`config.mk`:
```
export PLATFORM = sky130hd
export DESIGN_NAME = pulse_stretch_flat
export DESIGN_NICKNAME = d
export VERILOG_FILES = /design/src/rtl/pulse_stretch_if.sv /design/src/rtl/pulse_stretch.sv /design/src/flat_wrapper.sv
export SDC_FILE = /design/constraint.sdc
export NUM_CORES = 1
export LEC_CHECK = 0
export CAP_MARGIN = 40
export CORE_UTILIZATION = 46
export CTS_CLUSTER_DIAMETER = 60
export CTS_CLUSTER_SIZE = 30
export DETAILED_ROUTE_END_ITERATION = 16
export PLACE_DENSITY_LB_ADDON = 0.25
export SYNTH_ARGS = -nofsm -noshare
export SYNTH_HDL_FRONTEND = slang
export SYNTH_SLANG_ARGS = --single-unit
```
`constraint.sdc`:
```
create_clock -name clk -period 1.8 [get_ports clk]
set_input_delay 0.18 -clock clk [delete_from_list [all_inputs] [get_ports clk]]
set_output_delay 0.18 -clock clk [all_outputs]
set_load 0.05 [all_outputs]
```
`src/rtl/pulse_stretch_if.sv`:
```
// Event/level bundle between the pulse source and the pulse stretcher.
// Latency: none, wires only.
// Backpressure: none; the stretcher queues events internally.
interface pulse_stretch_if #(
  parameter int PEND_W = 3
);
  logic              in_pulse;
  logic              clr_ovf;
  logic              out_level;
  logic              busy;
  logic [PEND_W-1:0] pending;
  logic              overflow;

  // Event source side: drives strobes, observes the stretched level and status.
  modport master (
    output in_pulse, clr_ovf,
    input  out_level, busy, pending, overflow
  );

  // Stretcher side.
  modport slave (
    input  in_pulse, clr_ovf,
    output out_level, busy, pending, overflow
  );
endinterface

```
`src/rtl/pulse_stretch.sv`:
```
// Stretches single-cycle events into HOLD_CYCLES high windows separated by GAP_CYCLES low gaps.
// Latency: out_level rises one cycle after the accepted event; all outputs registered.
// Backpressure: none; extra events queue in a saturating counter, drops set sticky overflow.
// Optional feature macro PULSE_STRETCH_RETRIGGER_EN: a pulse during HIGH extends the window.
module pulse_stretch #(
  parameter int HOLD_CYCLES = 4,
  parameter int GAP_CYCLES  = 2,
  parameter int PEND_W      = 3
) (
  input  logic           clk,
  input  logic           rst_n,  // active-high synchronous reset despite the name
  pulse_stretch_if.slave bus
);

  localparam int CNT_MAX = (HOLD_CYCLES > GAP_CYCLES) ? HOLD_CYCLES : GAP_CYCLES;
  localparam int CNT_W   = (CNT_MAX > 1) ? $clog2(CNT_MAX) : 1;

  localparam logic [CNT_W-1:0]  HOLD_LOAD = CNT_W'(HOLD_CYCLES - 1);
  localparam logic [CNT_W-1:0]  GAP_LOAD  = CNT_W'(GAP_CYCLES - 1);
  localparam logic [PEND_W-1:0] PEND_MAX  = '1;

  typedef enum logic [1:0] {
    IDLE = 2'd0,
    HIGH = 2'd1,
    GAP  = 2'd2
  } state_e;

  state_e            state_q, state_d;
  logic [CNT_W-1:0]  cnt_q, cnt_d;
  logic [PEND_W-1:0] pend_q, pend_d;
  logic              ovf_q, ovf_d;
  logic              out_level_q, busy_q;
  logic              queue_ev;
  logic              drop;

  // Next-state, counter, pending-queue and overflow decisions.
  always_comb begin
    state_d  = state_q;
    cnt_d    = cnt_q;
    pend_d   = pend_q;
    queue_ev = 1'b0;
    drop     = 1'b0;

    case (state_q)
      IDLE: begin
        if (bus.in_pulse) begin
          state_d = HIGH;
          cnt_d   = HOLD_LOAD;
        end
      end

      HIGH: begin
`ifdef PULSE_STRETCH_RETRIGGER_EN
        // A new event restarts the window, including on its last cycle.
        if (bus.in_pulse) begin
          cnt_d = HOLD_LOAD;
        end else if (cnt_q == '0) begin
          state_d = GAP;
          cnt_d   = GAP_LOAD;
        end else begin
          cnt_d = cnt_q - 1'b1;
        end
`else
        queue_ev = bus.in_pulse;
        if (cnt_q == '0) begin
          state_d = GAP;
          cnt_d   = GAP_LOAD;
        end else begin
          cnt_d = cnt_q - 1'b1;
        end
`endif
      end

      GAP: begin
        if (cnt_q == '0) begin
          // Terminal gap cycle: a fresh pulse and a queued replay cancel out,
          // so this cycle never touches the queue limit.
          if ((pend_q != '0) || bus.in_pulse) begin
            state_d = HIGH;
            cnt_d   = HOLD_LOAD;
            if ((pend_q != '0) && !bus.in_pulse) begin
              pend_d = pend_q - 1'b1;
            end
          end else begin
            state_d = IDLE;
          end
        end else begin
          cnt_d    = cnt_q - 1'b1;
          queue_ev = bus.in_pulse;
        end
      end

      default: begin
        state_d = IDLE;
        cnt_d   = '0;
      end
    endcase

    if (queue_ev) begin
      if (pend_q != PEND_MAX) begin
        pend_d = pend_q + 1'b1;
      end else begin
        drop = 1'b1;
      end
    end

    // A drop in the same cycle as a clear keeps the flag set.
    if (drop) begin
      ovf_d = 1'b1;
    end else if (bus.clr_ovf) begin
      ovf_d = 1'b0;
    end else begin
      ovf_d = ovf_q;
    end
  end

  // State and registered outputs; reset aborts any window immediately.
  always_ff @(posedge clk) begin
    if (rst_n) begin
      state_q     <= IDLE;
      cnt_q       <= '0;
      pend_q      <= '0;
      ovf_q       <= 1'b0;
      out_level_q <= 1'b0;
      busy_q      <= 1'b0;
    end else begin
      state_q     <= state_d;
      cnt_q       <= cnt_d;
      pend_q      <= pend_d;
      ovf_q       <= ovf_d;
      out_level_q <= (state_d == HIGH);
      busy_q      <= (state_d != IDLE);
    end
  end

  assign bus.out_level = out_level_q;
  assign bus.busy      = busy_q;
  assign bus.pending   = pend_q;
  assign bus.overflow  = ovf_q;

endmodule

```
`src/flat_wrapper.sv`:
```
// flat-port wrapper written by rule: the top's interface ports become plain ports
module pulse_stretch_flat 
#(
  parameter int HOLD_CYCLES = 4,
  parameter int GAP_CYCLES  = 2,
  parameter int PEND_W      = 3
)
  (clk, rst_n, bus_in_pulse, bus_clr_ovf, bus_out_level, bus_busy, bus_pending, bus_overflow);
  pulse_stretch_if #(.PEND_W(PEND_W)) bus_i ();
  input  logic clk;
  input  logic rst_n;
  input wire logic [$bits(bus_i.in_pulse)-1:0] bus_in_pulse;
  input wire logic [$bits(bus_i.clr_ovf)-1:0] bus_clr_ovf;
  output wire logic [$bits(bus_i.out_level)-1:0] bus_out_level;
  output wire logic [$bits(bus_i.busy)-1:0] bus_busy;
  output wire logic [$bits(bus_i.pending)-1:0] bus_pending;
  output wire logic [$bits(bus_i.overflow)-1:0] bus_overflow;
  assign bus_i.in_pulse = bus_in_pulse;
  assign bus_i.clr_ovf = bus_clr_ovf;
  assign bus_out_level = bus_i.out_level;
  assign bus_busy = bus_i.busy;
  assign bus_pending = bus_i.pending;
  assign bus_overflow = bus_i.overflow;
  pulse_stretch #(.HOLD_CYCLES(HOLD_CYCLES), .GAP_CYCLES(GAP_CYCLES), .PEND_W(PEND_W)) u_core (.clk(clk), .rst_n(rst_n), .bus(bus_i));
endmodule
```
==> results.cfg <==
[floorplan]
rows = 13
io_pins = 10
die-width_um = 40.2
start_util_pct = 50.4
dieHeight_um = 40.2
die_area_um2 = 1620
core_area_um2 = 1330

[cells_and_area]
layout_common_cells = inv_1, ha_1, clkdlybuf4s50_1
fin_nets = 104
drive_above_1_share_pct = 19.1
layout_commonest_cell = inv_1
final_core_util_pct = 63.0
syn_to_final_growth_pct = 25.1
stdcell_count = 104
diodes = 0
fillCellCount = 111

[pwr]
swShare_pct = 40.8
vdd_drop_max_mv = 0.766
power_frac_comb_pct = 50.4
intPower_mw = 0.616
p_leak_nw = 0.368
pwr-share-seq_pct = 29.7
p_switching_mw = 0.425
p_clk_share_pct = 19.9
p_per_area_nw_per_um2 = 1240

[route]
wl_met1_um = 629
drtPass1Iterations = 4
topRoutingLayerUsed = met4
wl_met2_um = 637
wl_um = 1300
wl_per_cell_um = 12.5
vias = 572
drtIter0Drc = 6
final_antenna_net_count = 0
wl_met3_um = 29
avgViaCountPerCell = 5.50
drc_errors = 0

[logic_synthesis]
synth_area_um2 = 672
synth_edf_count = 0
synth-seq-cells = 10
syn_inst = 74
synth.yosys.seq_area_share_pct = 29.8
yosysWarnings = 0
syn_nets = 88
syn_avg_cell_area_um2 = 9.08
synth_cell_types = 32
synth_top_flop_cell = dfxtp_1
ys_async_sr_fraction_pct = 0

[grt]
grt_overflow = 0
grt_antenna_before_repair = 0
grt_pass1_wl_um = 2270
grt_usage_pct = 20.9
grt_pass1_vias = 546
grt_max_degree = 12

[cts]
cts_htree_levels = 1
insertion_delay_ns = 0.26
clockBufferDepth = 2
ctsHoldBuffers = 0
cts_tree = built
cts.sinks = 10
clock-root-buffer = clkbuf_4
clkSlewWorstSetupHoldPaths_ns = 0.07
cts_buffers = 3

[timing]
min_period_ns = 1.69
setup_viol_count_final = 0
fmax_mhz = 591
hold_viol = 0
rsz0062_at_grt = no
fin_setup_tns_ns = 0
holdWs_ns = 0.476
slew_viol_final = 0
worst_slack_ns = 0.107
finClkSkew_ns = 0.00568
post-route-period-util_pct = 94.0
tightestPinTransition_ns = 0.500
slew-limit-headroom_pct = 66.6

[worst_setup_path]
crit_start = u_core.state_q[0]$_SDFF_PP0_
cpPeakStageDelay_ns = 0.34
critPathRequiredTime_ns = 1.95
cp_max_fo = 6
rrSetupSlack_ns = 0.11
r2r_start = u_core.state_q[0]$_SDFF_PP0_
r2r_cells = 6
crit_slowest_cell = dfxtp_1
worst-setup-path-type = register to register
worstSetupStartpointType = register
r2r_end = u_core.bus.pending[0]$_SDFF_PP0_
endpoint = u_core.bus.pending[0]$_SDFF_PP0_
cp-end-kind = register
critPathArrivalTime_ns = 1.84
path_cells = inv_1, ha_1, and2b_2, o2111ai_4, nor2b_2, mux2_2

[placement]
preCtsSetupSlack_ns = 0.111
gp_congestion = 0.735
numPortBuffers = 9
dp.cells = 100
dp.final_hpwl_um = 999

[hold_path]
hp-class = register to register

[run]
maxCapViolCount = 0

[outcome]
outcome = completed
==> power by group through the flow <==
stage | combinational, mW | clock, mW | sequential, mW
3_3_place_gp | 0.509 | 0 | 0.312
3_5_place_dp | 0.518 | 0 | 0.315
6_report | 0.524 | 0.207 | 0.310
4_1_cts | 0.522 | 0.211 | 0.311
2_1_floorplan | 0.273 | 0 | 0.414
5_1_grt | 0.578 | 0.220 | 0.319
==> critical path, delay by kind of cell, from the launching register on <==
| family | cells | cell delay (ns) |
|---|---|---|
| simple gates | 2 | 0.41 |
| mux | 1 | 0.32 |
| compound gates | 1 | 0.18 |
| buf+inv | 1 | 0.06 |
| flops | 1 | 0.34 |
| fa+ha+maj | 1 | 0.26 |
==> per-stage QoR <==
stage               total power, mW  area (um2)
finish                         1.04         841
global route                   1.12         841
CTS                            1.04         838
detailed placement            0.833         802
global placement              0.821         802
floorplan                     0.686         674
==> cells by family after synthesis <==
logic type | share of synthesized area (%)
and+or+nand+nor | 21.2
AOI/OAI and AO/OA | 22.5
buffers and inverters | 6.15
adders and majority gates | 18.6
DFF | 29.8
muxes | 1.68
==> repair_timing <==
item / CTS / global route
endpoints found under the setup margin: 0 / 1
buffers inserted: 0 / 0
endpoints found under the hold margin: 0 / 0
resized for setup: 0 / 1
==> per-layer routing <==
layer	global-route usage (%)	up-vias
met1	24.4	264
li1	-	300
met5	0	-
met2	36.7	6
met3	5.00	2
met4	7.50	0
==> area by class of cell <==
class	instances	area, um2	share of cell area (%)
inverters	10	37.5	4.46
repair buffers	12	113	13.4
multi-input cells	53	433	51.5
flip-flops and latches	10	203	24.1
well taps	15	18.8	2.23
clock buffers	4	36.3	4.32
==> cell usage after synthesis (all sizes together), types with 2 or more instances <==
master	n	area share (%)
a211oi	2	2.2
and2b	2	2.4
nand2	3	1.7
o2111ai	2	5.2
ha	10	19
nor3	3	2.2
nor2	3	1.7
inv	10	5.6
a21oi	5	3.7
or3	2	1.9
nand2b	2	1.9
o21ai	3	2.2
dfxtp	10	30
==> flip-flops by register name (all words and copies together) (netlist names) <==
signal                flops
u_core.bus.pending        3
u_core.cnt_q              2
u_core.state_q            2
u_core.bus.busy           1
u_core.bus.out_level      1
u_core.bus.overflow       1
==> worst min-delay path by stage <==
stage / start / to / slack [ns] / cells past startpoint
2_1_floorplan: bus_in_pulse / u_core.bus.overflow$_SDFFE_PP0P_ / 0.35 / 2
6_report: u_core.bus.overflow$_SDFFE_PP0P_ / u_core.bus.overflow$_SDFFE_PP0P_ / 0.48 / 2
3_3_place_gp: u_core.bus.overflow$_SDFFE_PP0P_ / u_core.bus.overflow$_SDFFE_PP0P_ / 0.46 / 2
3_5_place_dp: u_core.bus.overflow$_SDFFE_PP0P_ / u_core.bus.overflow$_SDFFE_PP0P_ / 0.47 / 2
4_1_cts: u_core.bus.overflow$_SDFFE_PP0P_ / u_core.bus.overflow$_SDFFE_PP0P_ / 0.48 / 2
5_1_grt: u_core.bus.overflow$_SDFFE_PP0P_ / u_core.bus.overflow$_SDFFE_PP0P_ / 0.50 / 2
(Power assumes the default switching activity.)
